==> config.mk <==
export PLATFORM = sky130hd
export DESIGN_NAME = pc_gen_flat
export DESIGN_NICKNAME = d
export VERILOG_FILES = /design/src/rtl/pc_gen_if.sv /design/src/rtl/pc_gen.sv /design/src/flat_wrapper.sv
export SDC_FILE = /design/constraint.sdc
export NUM_CORES = 1
export LEC_CHECK = 0
export ABC_AREA = 1
export BUFFER_PORTS_ARGS = -buffer_cell sky130_fd_sc_hd__clkbuf_2
export CAP_MARGIN = 20
export CELL_PAD_IN_SITES_DETAIL_PLACEMENT = 1
export CELL_PAD_IN_SITES_GLOBAL_PLACEMENT = 2
export CORE_MARGIN = 4
export CORE_UTILIZATION = 28
export DETAILED_ROUTE_END_ITERATION = 7
export PLACE_DENSITY = 0.83
export SETUP_SLACK_MARGIN = 0.2
export SYNTH_ARGS = -nofsm -noshare
export SYNTH_HDL_FRONTEND = slang
export SYNTH_SLANG_ARGS = --single-unit
export TNS_END_PERCENT = 10
==> constraint.sdc <==
create_clock -name clk -period 2.4 [get_ports clk]
set_clock_uncertainty 0.15 [all_clocks]
set_input_delay 0.48 -clock clk [delete_from_list [all_inputs] [get_ports clk]]
set_output_delay 0.48 -clock clk [all_outputs]
set_load 0.01 [all_outputs]
==> src/rtl/pc_gen_if.sv <==
// pc_gen_if -- bundle between the control FSM / decoder and the PC generator.
//   master : drives pc_prectl, npc_sel, br_cond, br_off, j_idx, rs_val;
//            observes pc, id_pc, epc, id_bd
//   slave  : the PC generator (mirror of master)
interface pc_gen_if;
    logic [3:0]  pc_prectl;
    logic [2:0]  npc_sel;
    logic        br_cond;
    logic [15:0] br_off;
    logic [25:0] j_idx;
    logic [31:0] rs_val;
    logic [31:0] pc;
    logic [31:0] id_pc;
    logic [31:0] epc;
    logic        id_bd;

    modport master (
        output pc_prectl, npc_sel, br_cond, br_off, j_idx, rs_val,
        input  pc, id_pc, epc, id_bd
    );

    modport slave (
        input  pc_prectl, npc_sel, br_cond, br_off, j_idx, rs_val,
        output pc, id_pc, epc, id_bd
    );
endinterface

==> src/rtl/pc_gen.sv <==
// pc_gen -- program-counter generator for the mips789 core.
// Produces the fetch address, tracks the decode-stage PC and its delay-slot
// flag, and captures the restart address (epc) when an interrupt is taken.
//   clk : clock, rising edge
//   rst : synchronous, active-low reset
//   bus : pc_gen_if slave
//         in  pc_prectl[3:0], npc_sel[2:0], br_cond, br_off[15:0],
//             j_idx[25:0], rs_val[31:0]
//         out pc[31:0], id_pc[31:0], epc[31:0], id_bd (all registered)
module pc_gen (
    input logic       clk,
    input logic       rst,
    pc_gen_if.slave   bus
);
    localparam logic [31:0] RST_VEC = 32'h0000_0000;
    localparam logic [31:0] IRQ_VEC = 32'h0000_0050;
    localparam logic [3:0]  PC_IGN  = 4'd1;
    localparam logic [3:0]  PC_KEP  = 4'd2;
    localparam logic [3:0]  PC_IRQ  = 4'd4;
    localparam logic [3:0]  PC_RST  = 4'd8;

    logic [31:0] pc_q, id_pc_q, epc_q;
    logic        id_bd_q;
    logic [31:0] pc_d, id_pc_d, epc_d;
    logic        id_bd_d;
    logic [31:0] seq_pc;
    logic [31:0] br_tgt;
    logic [31:0] npc;
    logic        is_ctl;

    assign seq_pc = pc_q + 32'd4;
    // Branch base is the delay-slot address, which is the current fetch pc.
    assign br_tgt = pc_q + {{14{bus.br_off[15]}}, bus.br_off, 2'b00};

    always_comb begin
        npc    = seq_pc;
        is_ctl = 1'b0;
        case (bus.npc_sel)
            3'd1: begin
                npc    = bus.br_cond ? br_tgt : seq_pc;
                is_ctl = 1'b1;
            end
            3'd2: begin
                npc    = {pc_q[31:28], bus.j_idx, 2'b00};
                is_ctl = 1'b1;
            end
            3'd3: begin
                npc    = bus.rs_val;
                is_ctl = 1'b1;
            end
            3'd4: begin
                npc    = epc_q;
                is_ctl = 1'b1;
            end
            default: begin
                npc    = seq_pc;
                is_ctl = 1'b0;
            end
        endcase
    end

    // Any code other than the four legal one-hot values acts as a soft reset.
    always_comb begin
        pc_d    = RST_VEC;
        id_pc_d = RST_VEC;
        epc_d   = 32'd0;
        id_bd_d = 1'b0;
        case (bus.pc_prectl)
            PC_IRQ: begin
                // An interrupted delay slot must restart at its branch.
                epc_d   = id_bd_q ? (id_pc_q - 32'd4) : id_pc_q;
                pc_d    = IRQ_VEC;
                id_pc_d = IRQ_VEC;
                id_bd_d = 1'b0;
            end
            PC_KEP: begin
                pc_d    = pc_q;
                id_pc_d = id_pc_q;
                epc_d   = epc_q;
                id_bd_d = id_bd_q;
            end
            PC_IGN: begin
                pc_d    = npc;
                id_pc_d = pc_q;
                epc_d   = epc_q;
                id_bd_d = is_ctl;
            end
            default: begin
                pc_d    = RST_VEC;
                id_pc_d = RST_VEC;
                epc_d   = 32'd0;
                id_bd_d = 1'b0;
            end
        endcase
    end

    always_ff @(posedge clk) begin
        if (!rst) begin
            pc_q    <= RST_VEC;
            id_pc_q <= RST_VEC;
            epc_q   <= 32'd0;
            id_bd_q <= 1'b0;
        end else begin
            pc_q    <= pc_d;
            id_pc_q <= id_pc_d;
            epc_q   <= epc_d;
            id_bd_q <= id_bd_d;
        end
    end

    assign bus.pc    = pc_q;
    assign bus.id_pc = id_pc_q;
    assign bus.epc   = epc_q;
    assign bus.id_bd = id_bd_q;
endmodule

==> src/flat_wrapper.sv <==
// flat-port wrapper written by rule: the top's interface ports become plain ports
module pc_gen_flat 
  (clk, rst, bus_pc_prectl, bus_npc_sel, bus_br_cond, bus_br_off, bus_j_idx, bus_rs_val, bus_pc, bus_id_pc, bus_epc, bus_id_bd);
  pc_gen_if bus_i ();
  input logic clk;
  input logic rst;
  input wire logic [$bits(bus_i.pc_prectl)-1:0] bus_pc_prectl;
  input wire logic [$bits(bus_i.npc_sel)-1:0] bus_npc_sel;
  input wire logic [$bits(bus_i.br_cond)-1:0] bus_br_cond;
  input wire logic [$bits(bus_i.br_off)-1:0] bus_br_off;
  input wire logic [$bits(bus_i.j_idx)-1:0] bus_j_idx;
  input wire logic [$bits(bus_i.rs_val)-1:0] bus_rs_val;
  output wire logic [$bits(bus_i.pc)-1:0] bus_pc;
  output wire logic [$bits(bus_i.id_pc)-1:0] bus_id_pc;
  output wire logic [$bits(bus_i.epc)-1:0] bus_epc;
  output wire logic [$bits(bus_i.id_bd)-1:0] bus_id_bd;
  assign bus_i.pc_prectl = bus_pc_prectl;
  assign bus_i.npc_sel = bus_npc_sel;
  assign bus_i.br_cond = bus_br_cond;
  assign bus_i.br_off = bus_br_off;
  assign bus_i.j_idx = bus_j_idx;
  assign bus_i.rs_val = bus_rs_val;
  assign bus_pc = bus_i.pc;
  assign bus_id_pc = bus_i.id_pc;
  assign bus_epc = bus_i.epc;
  assign bus_id_bd = bus_i.id_bd;
  pc_gen u_core (.clk(clk), .rst(rst), .bus(bus_i));
endmodule
==> impl_metrics.csv <==
group,metric,value,unit
outcome,outcome,"completed",
layout,area_delta_synth_final,39.2,%
yosys,yosysUniqueCellTypes,49,
power,p_per_area,329,nW/µm²
worst_setup_path,cp.arrival,2.28,ns
placement,gp_congestion,0.922,
floorplanning,pin_count,181,
floorplanning,rows,63,
sta,hold_viol_final,0,
sta,fin_ws,0.193,ns
sta,slew_violations,0,
routing,drc,0,
floorplanning,die_h,183,µm
sta,fmax,453,MHz
power,ir_drop,0.320,mV
sta,rsz0062_at_grt,"true",
sta,hold_ws,0.233,ns
yosys,synth_area,8590,µm²
cts,cts_sinks,97,
sta,max_slew_margin,63.4,%
cts,htree_levels,3,
placement,dpl.cell_count,2182,
yosys,synth_flop_cell,"dfxtp_1",
placement,hpwl,33.1,mm
placement,pre_cts_ws,-0.286,ns
cts,clockBufferDepth,2,
global_route,grt_overflow,0,
yosys,synth_area_leaders,"nand2_1 24%, dfxtp_1 23%, inv_1 9.8%, a21oi_1 9.6%, nand3_1 6.0%",
cts,cts_hold_buf,0,
worst_setup_path,required,2.48,ns
routing,vias_per_cell,4.93,
global_route,antenna_found_initial,1,
yosys,synth_fp_nets,1639,
global_route,grt_pass1_wl,62.3,mm
sta,timing.final.crit_share,92.0,%
floorplanning,dieArea,33600,µm²
routing,drtIter0Drc,611,
floorplanning,start_util,28.7,%
routing,vias,10900,
floorplanning,fp.dieW,183,µm
global_route,grt_pass1_vias,11100,
min_path,hold_path_class,"in -> reg",
layout,layout.cells.non_filler,2208,
sta,setup_viol,0,
sta,tightest_slew,0.546,ns
yosys,synth_cells,1523,
yosys,synth_top_area_cell,"nand2_1",
floorplanning,core,30000,µm²
layout,final_util,39.9,%
worst_setup_path,worst-setup-path-type,"reg -> reg",
routing,ant_nets,0,
yosys,postSynthAreaPerCell,5.64,µm²
yosys,ys_seq_elements,97,
routing,firstDrtPassIters,4,
layout,drive_above_1_share,27.7,%
yosys,yosysWarnings,0,
layout,nets,1928,
yosys,synth_seq_area_share,22.6,%
worst_setup_path,worstSetupStartpointType,"flop",
cts,cts.clk_slew.worst_paths,0.08,ns
global_route,grt_max_degree,62,
yosys,synth_edf_count,0,
placement,portBuffers,180,
run,drv_cap,0,
cts,cts_tree,"yes",
sta,tns,0,ns
global_route,track_usage,23.5,%
cts,cts_inserted_buffers,9,
routing,drt-total-wl,40.9,mm
power,p_leak,5.54,nW
cts,cts-root-buf,"clkbuf_16",
worst_setup_path,crit_path_max_fanout,7,
cts,clock_latency,0.36,ns
yosys,synth_top_area_share,23.5,%
yosys,async_flop_share,0,%
routing,wl_per_cell,18.5,µm
sta,finalCriticalPeriod,2.21,ns
worst_setup_path,worst_setup_path_end_kind,"flop",
==> through the flow <==
step,area (µm²),total power [mW]
after floorplan,8590,2.02
after global placement,10900,2.38
after detailed placement,10900,2.39
after CTS,11300,3.94
after global routing,12000,4.11
final,12000,3.93
==> power by group <==
part           switching, mW  total, mW  internal (mW)
sequential           0.00892       1.61           1.60
combinational          0.483      0.803          0.319
clock                  0.757       1.52          0.759
total                   1.25       3.93           2.68
==> logic make-up (layout without fill, tap and decap cells) <==
family          count (synthesis)  after routing  share of synthesized area, %
compound gates                276            276                          17.9
xor+xnor                       20             20                          2.04
fa+ha+maj                      32             32                          4.75
buf+inv                       277            571                          12.9
flops                          97             97                          22.6
other cells                     0              1                             0
simple gates                  821            821                          39.9
==> synthesized netlist by cell type, types with 8 or more instances <==
master    instances
a21oi_1         165
clkbuf_1         22
nand2_1         538
xor2_1           15
a211oi_1         15
ha_1             31
nor2_1          125
nand4_1          11
nor3_1           11
o21bai_1          8
inv_1           224
nand3_1         103
buf_2            12
dfxtp_1          97
o21ai_0          62
==> area by class of cell <==
class                           count  area [µm²]
Timing Repair Buffer              323        2080
Antenna cell                        1        2.50
Clock buffer                       10         239
Tap cell                          390         488
Clock inverter                      6        57.6
Fill cell                        4062       18000
Inverter                          232         878
Multi-Input combinational cell   1149        6220
Sequential cell                    97        1990
==> metal layers <==
metal | wire (µm) | share of wire (%) | vias to the layer above | global-route usage, %
li1 | - | - | 5424 | -
met4 | 771 | 1.9 | 0 | 5.36
met5 | 0 | 0 | - | 0
met2 | 18900 | 46 | 242 | 38.4
met3 | 1720 | 4.2 | 39 | 2.48
met1 | 19500 | 48 | 5191 | 33.5
==> state kept, by name, summed over array words and instances (netlist names) <==
| name | count |
|---|---|
| u_core.bus.id_pc | 32 |
| u_core.bus.epc | 32 |
| u_core.bus.id_bd | 1 |
| u_core.bus.pc | 32 |
==> worst paths after layout <==
kind / startpoint / to / slack [ns] / cells after the start
min reg2reg: u_core.bus.epc[2] / u_core.bus.epc[2] / 0.33 / 2
min: rst / u_core.bus.id_pc[4] / 0.23 / 3
max reg2reg: u_core.bus.pc[5] / u_core.bus.pc[17] / 0.19 / 12
max: u_core.bus.pc[5] / u_core.bus.pc[17] / 0.19 / 12
==> cells in the final DEF (no fill, tap or decap), types with 7 or more instances in the layout <==
cell	count
nand2_1	515
inv_1	218
clkbuf_2	179
a21oi_1	152
buf_4	132
nor2_1	111
nand3_1	89
dfxtp_1	76
o21ai_0	58
ha_4	23
nand2_2	19
nor2_2	15
a211oi_1	15
xor2_1	15
nand3_2	13
dfxtp_2	12
a21oi_2	11
nand4_1	11
inv_2	10
clkbuf_16	9
dfxtp_4	9
nor3_2	8
nor3_4	7
nand2_4	7
nor2_4	7
ha_1	7
buf_12	7
==> critical path, stage by stage (launching register included) <==
cell     delay (ns)
dfxtp_4        0.38
buf_4          0.18
nand2_1        0.08
nor3_2         0.25
nand2_2        0.13
buf_4          0.17
nor2_1         0.13
xor2_1         0.22
a21oi_1        0.10
o21ai_0        0.10
nand2_1        0.07
nand2_1        0.06
a21oi_1        0.05
==> timing repair <==
item                                    CTS  global route
gates cloned                              0             0
pin swaps                                 4            35
gates resized for setup                  32           137
buffers inserted                          1             8
endpoints found under the setup margin   28            41
Power figures use the tool's default switching activity.
